$ cat config.mk
export PLATFORM = sky130hd
export DESIGN_NAME = if_fetch
export DESIGN_NICKNAME = d
export VERILOG_FILES = /design/src/rtl/if_fetch.sv
export SDC_FILE = /design/constraint.sdc
export NUM_CORES = 1
export LEC_CHECK = 0
export ABC_AREA = 1
export BUFFER_PORTS_ARGS = -buffer_cell sky130_fd_sc_hd__buf_2
export CAP_MARGIN = 10
export CORE_AREA = 4 4 110 112
export DETAILED_ROUTE_END_ITERATION = 10
export DIE_AREA = 0 0 114 116
export GPL_TIMING_DRIVEN = 0
export PLACE_DENSITY = 0.84
export SYNTH_ARGS = -nofsm -noshare
export SYNTH_HDL_FRONTEND = slang
export SYNTH_SLANG_ARGS = --single-unit
$ cat constraint.sdc
create_clock -name clk_i -period 4.15 [get_ports clk_i]
set_input_delay 0.2075 -clock clk_i [delete_from_list [all_inputs] [get_ports clk_i]]
set_output_delay 0.2075 -clock clk_i [all_outputs]
set_load 0.01 [all_outputs]
$ cat src/rtl/if_fetch.sv
// if_fetch -- instruction fetch stage with a one-entry output buffer.
//
// Issues one instruction-memory request at a time, captures the returned
// word into an output buffer for IF/ID, and holds it until IF/ID consumes
// it (IIWrite=1). Redirects (branch_i) squash the buffer and any
// in-flight request; a squashed request still has to be acked by memory
// before the redirected fetch can start (DROP state).
//
// Ports:
//   clk_i            clock, all state on posedge
//   rst_n            synchronous active-low reset
//   IIWrite          IF/ID write enable (consumes the buffer in HOLD)
//   branch_i         single-cycle redirect request
//   branch_target_i  redirect address (low two bits ignored)
//   imem_req_o       instruction-memory request
//   imem_addr_o      request address, stable while imem_req_o=1
//   imem_ack_i       completes the outstanding request
//   imem_rdata_i     instruction word, valid with imem_ack_i
//   PC_plus4_o       fetch address + 4 of the buffered instruction
//   instruction_o    buffered instruction, 0 (NOP) when not valid
//   fetch_valid_o    buffer holds a valid, unconsumed instruction
//   fetch_err_o      (FETCH_TIMEOUT_EN only) sticky memory-timeout flag
//
// Optional feature macro: FETCH_TIMEOUT_EN -- 8-bit no-ack watchdog that
// parks the fetch unit in IDLE and raises fetch_err_o until reset.
module if_fetch #(
    parameter logic [31:0] RESET_PC = 32'h00000000
) (
    input  logic        clk_i,
    input  logic        rst_n,
    input  logic        IIWrite,
    input  logic        branch_i,
    input  logic [31:0] branch_target_i,
    output logic        imem_req_o,
    output logic [31:0] imem_addr_o,
    input  logic        imem_ack_i,
    input  logic [31:0] imem_rdata_i,
    output logic [31:0] PC_plus4_o,
    output logic [31:0] instruction_o,
    output logic        fetch_valid_o
`ifdef FETCH_TIMEOUT_EN
    ,
    output logic        fetch_err_o
`endif
);

    typedef enum logic [1:0] {IDLE, REQ, HOLD, DROP} state_t;

    state_t      state, state_nxt;
    logic [31:0] fetch_pc, fetch_pc_nxt;
    logic [31:0] next_pc, next_pc_nxt;
    logic [31:0] pc4_buf, pc4_buf_nxt;
    logic [31:0] instr_buf, instr_buf_nxt;
    logic        valid, valid_nxt;
    logic [31:0] target;
    logic [31:0] fetch_pc_p4;
    logic        halted;

    assign target      = branch_target_i & ~32'h3;
    assign fetch_pc_p4 = fetch_pc + 32'd4;

`ifdef FETCH_TIMEOUT_EN
    logic [7:0] wd_cnt, wd_cnt_nxt;
    logic       err, timeout;
    assign halted      = err;
    assign fetch_err_o = err;
`else
    assign halted = 1'b0;
`endif

    always_comb begin
        state_nxt     = state;
        fetch_pc_nxt  = fetch_pc;
        next_pc_nxt   = next_pc;
        pc4_buf_nxt   = pc4_buf;
        instr_buf_nxt = instr_buf;
        valid_nxt     = valid;
        imem_req_o    = 1'b0;
        case (state)
            IDLE: begin
                // a timed-out unit parks here until reset
                if (!halted) begin
                    state_nxt = REQ;
                    if (branch_i) begin
                        valid_nxt    = 1'b0;
                        next_pc_nxt  = target;
                        fetch_pc_nxt = target;
                    end else begin
                        fetch_pc_nxt = next_pc;
                    end
                end
            end
            REQ: begin
                imem_req_o = 1'b1;
                if (imem_ack_i && branch_i) begin
                    // word arrived but is already stale: refetch at target
                    fetch_pc_nxt = target;
                    next_pc_nxt  = target;
                end else if (imem_ack_i) begin
                    pc4_buf_nxt   = fetch_pc_p4;
                    instr_buf_nxt = imem_rdata_i;
                    valid_nxt     = 1'b1;
                    next_pc_nxt   = fetch_pc_p4;
                    state_nxt     = HOLD;
                end else if (branch_i) begin
                    // request cannot be withdrawn; wait for its ack in DROP
                    next_pc_nxt = target;
                    state_nxt   = DROP;
                end
            end
            HOLD: begin
                if (branch_i) begin
                    valid_nxt    = 1'b0;
                    next_pc_nxt  = target;
                    fetch_pc_nxt = target;
                    state_nxt    = REQ;
                end else if (IIWrite) begin
                    valid_nxt    = 1'b0;
                    fetch_pc_nxt = next_pc;
                    state_nxt    = REQ;
                end
            end
            DROP: begin
                imem_req_o = 1'b1;
                if (branch_i) next_pc_nxt = target;
                if (imem_ack_i) begin
                    fetch_pc_nxt = branch_i ? target : next_pc;
                    state_nxt    = REQ;
                end
            end
            default: state_nxt = IDLE;
        endcase

`ifdef FETCH_TIMEOUT_EN
        // counts consecutive unacked cycles spent in the same request state
        wd_cnt_nxt = 8'd0;
        timeout    = 1'b0;
        if (imem_req_o && !imem_ack_i && state_nxt == state) begin
            wd_cnt_nxt = wd_cnt + 8'd1;
            timeout    = (wd_cnt == 8'd254);
        end
        if (timeout) state_nxt = IDLE;
`endif
    end

    always_ff @(posedge clk_i) begin
        if (!rst_n) begin
            state     <= IDLE;
            fetch_pc  <= RESET_PC;
            next_pc   <= RESET_PC;
            pc4_buf   <= 32'd0;
            instr_buf <= 32'd0;
            valid     <= 1'b0;
`ifdef FETCH_TIMEOUT_EN
            wd_cnt    <= 8'd0;
            err       <= 1'b0;
`endif
        end else begin
            state     <= state_nxt;
            fetch_pc  <= fetch_pc_nxt;
            next_pc   <= next_pc_nxt;
            pc4_buf   <= pc4_buf_nxt;
            instr_buf <= instr_buf_nxt;
            valid     <= valid_nxt;
`ifdef FETCH_TIMEOUT_EN
            wd_cnt    <= wd_cnt_nxt;
            err       <= err | timeout;
`endif
        end
    end

    assign imem_addr_o   = fetch_pc;
    assign PC_plus4_o    = pc4_buf;
    assign instruction_o = valid ? instr_buf : 32'd0;
    assign fetch_valid_o = valid;

endmodule

# Word-level counts from Yosys, hierarchy flattened

Cells that the tools add are included.

Input port bits: 69
Register bits after elaboration: 131
Word-level logic and storage cells: 51
Output and inout bits: 98

$add $sub $neg: 1
Eq/ne operators: 10
Reduce and logical (&&, ||, !) cells: 9
Bitwise logic cells: 1
Multiplexer cells: 24

Operator list:

| cell                    | number |
|---|---|
| $mux W32                | 8 |
| $pmux W32 S4            | 1 |
| $pmux W32 S2            | 1 |
| $add A32 B3 Y32 const B | 1 |
| $mux W2                 | 6 |
| $ne A2 B2 Y1 const B    | 5 |
| $pmux W2 S4             | 1 |
| $mux W1                 | 6 |
| $ne A3 B3 Y1 const B    | 2 |
| $reduce_and A3 Y1       | 2 |
| $reduce_and A5 Y1       | 1 |
| $eq A2 B2 Y1 const B    | 2 |
| $reduce_and A4 Y1       | 1 |
| $pmux W1 S3             | 1 |
| $reduce_bool A3 Y1      | 1 |
| $reduce_or A3 Y1        | 1 |
| $eq A2 B1 Y1 const B    | 1 |
| $logic_not A2 Y1        | 1 |
| $reduce_or A2 Y1        | 1 |
| $logic_and A1 B1 Y1     | 1 |
| $not A1 Y1              | 1 |

# Depth between registers and ports, before layout

Depth after elaboration: 4
Depth in mapped cells: 10
Depth with buffers taken out: 9

# Least setup slack after synthesis

Ideal clock, no wire load.

Path type: reg-to-reg
Start point: reg fetch_pc[2] (netlist: imem_addr_o[2])
End point: reg next_pc[22]
Required time: 4017 ps
Setup slack: 2601 ps
Data arrival time: 1416 ps
Path buffers: 0
Library setup time: 133 ps
Stages on the path, launching flop included: 9
Cell sequence: dfxtp_1 -> ha_1 -> nand2_1 -> nor2_2 -> nand2_1 -> nor2_1 -> nand3_1 -> nand3_2 -> a21oi_1

Longest elaborated chain between the ends: 4

RTL lines:

| element                | line | RTL |
|---|---|---|
| from (decl)            | 50   | `logic [31:0] fetch_pc, fetch_pc_nxt;` |
| from (signal assigned) | 160  | `fetch_pc <= fetch_pc_nxt;` |
| $add A32 B3 Y32        | 60   | `assign fetch_pc_p4 = fetch_pc + 32'd4;` |
| $mux W32               | 99   | `end else if (imem_ack_i) begin` |
| $mux W32               | 95   | `if (imem_ack_i && branch_i) begin` |
| $pmux W32 S2           | 79   | `case (state)` |
| to (signal assigned)   | 161  | `next_pc <= next_pc_nxt;` |
| to (decl)              | 51   | `logic [31:0] next_pc, next_pc_nxt;` |

Every way passes these cells.
A chain may end at the register's enable or synchronous reset.

# Worst setup path in the final report

Start point: reg valid (netlist: fetch_valid_o)
End point: out instruction_o[29]

Longest elaborated chain between the ends: 1

RTL lines:

| element                | line | RTL |
|---|---|---|
| from (decl)            | 54   | `logic valid, valid_nxt;` |
| from (signal assigned) | 164  | `valid <= valid_nxt;` |
| $mux W32               | 174  | `assign instruction_o = valid ? instr_buf : 32'd0;` |
| to (decl)              | 39   | `output logic [31:0] instruction_o,` |

Every way passes these cells.

==> results.sh <==
export IMPL_status="complete, no violations"
export IMPL_cts_max_level=4
export IMPL_initial_core_util=0.5562
export IMPL_ys_ff_latch=131
export IMPL_reg2reg_slack_ns=2.22
export IMPL_p_per_area_nw_per_um2=440.1
export IMPL_cts_resized_gates=0
export IMPL_cap_violations=0
export IMPL_antenna_left=0
export IMPL_postSynthCellCount=916
export IMPL_clock_sinks=131
export IMPL_final_max_slew_viol_count=0
export IMPL_cts_setup_buffers=0
export IMPL_dp_final_hpwl_mm=13.85
export IMPL_criticalPathCategory="reg2out"
export IMPL_layout_common_cells="nand2_1 (213), buf_2 (179), nor2_1 (144), dfxtp_1 (131), a21oi_1 (97)"
export IMPL_grt_max_degree=17
export IMPL_peakVddDrop_uv=319.6
export IMPL_layout_setup_ws_ns=2.189
export IMPL_fmax_mhz=509.9
export IMPL_cts_tree="yes"
export IMPL_wl_mm=19.04
export IMPL_rsz0062_at_grt="no"
export IMPL_avgSynthCellArea_sq_um=6.815
export IMPL_first_global_vias=6380
export IMPL_insertedDiodeCount=0
export IMPL_pre_cts_ws_ns=2.279
export IMPL_grt_pass1_wl_mm=29.97
export IMPL_die_height_um=116
export IMPL_core_sq_um=11220
export IMPL_setup_violations=0
export IMPL_die_area_sq_um=13220
export IMPL_antenna_found_initial=0
export IMPL_fill_cells=967
export IMPL_seq_area_frac_synth=0.4201
export IMPL_cp_max_fo=10
export IMPL_clockBufferDepth=2
export IMPL_grt_usage=0.2866
export IMPL_clkLatencyLatePin_ns=0.42
export IMPL_die_x_um=114
export IMPL_dp_cells=1223
export IMPL_leakage_nw=3.854
export IMPL_max_slew_margin=0.5195
export IMPL_pin_count=167
export IMPL_hold_buffers=0
export IMPL_min_path_type="in2reg"
export IMPL_clock_skew_ns=0.007644
export IMPL_netlist_area_leader_share=0.4201
export IMPL_root_buffer="clkbuf_16"
export IMPL_via_per_inst=5.282
export IMPL_fin_cells=1255
export IMPL_syn_area_sq_um=6242
export IMPL_drive_gt1_frac=0.2293
export IMPL_place_area_sq_um=7242
export IMPL_gr_total_overflow=0
export IMPL_fin_hold_ws_ns=0.002440
export IMPL_critPathLaunchType="flip-flop"
export IMPL_yosys_area_top_type="dfxtp_1"
export IMPL_ys_warn_count=0
export IMPL_dr_pass1_iters=5
export IMPL_fin_util=0.7019
export IMPL_area_growth_pct=26.20
export IMPL_drc_errors=0
export IMPL_rows=39
export IMPL_vias=6629
export IMPL_setup_tns_ns=0
export IMPL_final_common_cell="nand2_1"
export IMPL_cp_end_kind="output pin"
export IMPL_worst_pin_slew_ns=0.7208
export IMPL_synthTopCellsByArea="dfxtp_1 (42%), nand2_1 (13%), nor2_1 (8.7%)"
export IMPL_post_drt_wl_per_cell_um=15.17
export IMPL_final_hold_viol_count=0
export IMPL_cp_data_arrival_time_ns=1.75
export IMPL_routabilityCongestion=0.9509
export IMPL_ys_types=31
export IMPL_syn_num_nets=986
export IMPL_fin_nets=1169
export IMPL_fin_area_sq_um=7878
export IMPL_drtIter0Drc=425
export IMPL_post_route_period_util=0.4726
export IMPL_worst_ep_required_time_ns=3.94
export IMPL_cts_clk_slew_worst_paths_ns=0.06
export IMPL_port_buffer_count=164
export IMPL_min_period_ns=1.961
export IMPL_p_total_mw=3.467
export IMPL_cts_inserted_buffers=17
==> report_power, final <==
group	internal, mW	total, mW	switching (mW)	leakage [nW]
clock network	1.03	1.60	0.567	0.301
logic	0.173	0.453	0.281	2.48
registers	1.34	1.41	0.0746	1.07
total	2.54	3.47	0.922	3.85
==> area by class of cell <==
class | count | area (sq um) | share of cell area
Clock inverter | 13 | 182.7 | 0.02319
Buffer | 56 | 316.6 | 0.04018
Multi-Input combinational cell | 645 | 2988 | 0.3793
Inverter | 84 | 315.3 | 0.04003
Timing Repair Buffer | 164 | 820.8 | 0.1042
Sequential cell | 131 | 2623 | 0.3329
Tap cell | 143 | 178.9 | 0.02271
Clock buffer | 19 | 452.9 | 0.05750
==> kinds of logic after synthesis <==
group | synth area share
flops | 0.4201
compound gates | 0.1716
xor+xnor | 0.005612
mux | 0.01764
buf+inv | 0.1012
fa+ha+maj | 0.002004
simple gates | 0.2818
==> path summary, 6_finish.rpt <==
| path | start | end | cells after the start |
|---|---|---|---|
| hold reg to reg | PC_plus4_o[15]$_SDFFE_PN0P_ | PC_plus4_o[15]$_SDFFE_PN0P_ | 2 |
| hold / removal | imem_rdata_i[9] | instr_buf[9]$_SDFFE_PN0P_ | 3 |
| setup / recovery | fetch_valid_o$_SDFFE_PN0P_ | instruction_o[29] | 5 |
| setup reg to reg | imem_addr_o[2]$_SDFFE_PN0P_ | next_pc[28]$_SDFF_PN0_ | 9 |
==> cell usage after synthesis <==
| cell type | instances |
|---|---|
| a211oi_2 | 1 |
| a21oi_1 | 97 |
| a21oi_4 | 1 |
| a31oi_1 | 2 |
| a41oi_1 | 1 |
| and2_1 | 3 |
| buf_2 | 15 |
| buf_4 | 6 |
| buf_6 | 7 |
| buf_8 | 1 |
| clkbuf_1 | 26 |
| clkbuf_2 | 1 |
| dfxtp_1 | 131 |
| ha_1 | 1 |
| inv_1 | 80 |
| inv_2 | 4 |
| mux2i_1 | 11 |
| nand2_1 | 213 |
| nand2_4 | 1 |
| nand3_1 | 32 |
| nand3_2 | 10 |
| nor2_1 | 144 |
| nor2_2 | 1 |
| nor2_4 | 2 |
| o211a_1 | 1 |
| o21ai_0 | 95 |
| o21ai_1 | 7 |
| o21bai_1 | 2 |
| or2_1 | 7 |
| or2_2 | 9 |
| xnor2_1 | 4 |
==> flip-flops by register name (all words and copies together), names as in the netlist <==
register	count
PC_plus4_o	32
next_pc	32
instr_buf	32
fetch_valid_o	1
state	2
imem_addr_o	32
==> layer usage <==
metal	wire (um)	track usage	vias up
li1	-	-	3283
met1	7724	0.3437	2972
met2	8856	0.4824	324
met3	1898	0.08251	50
met4	555	0.1211	0
met5	0	0	-
==> worst max-delay path: stages (launching register included) <==
cell and delay [ns]:
dfxtp_1 0.32, clkbuf_1 0.24, clkbuf_1 0.43, nand2_1 0.12
inv_1 0.09, buf_2 0.13
No activity file was read; power rests on OpenSTA's default activity.
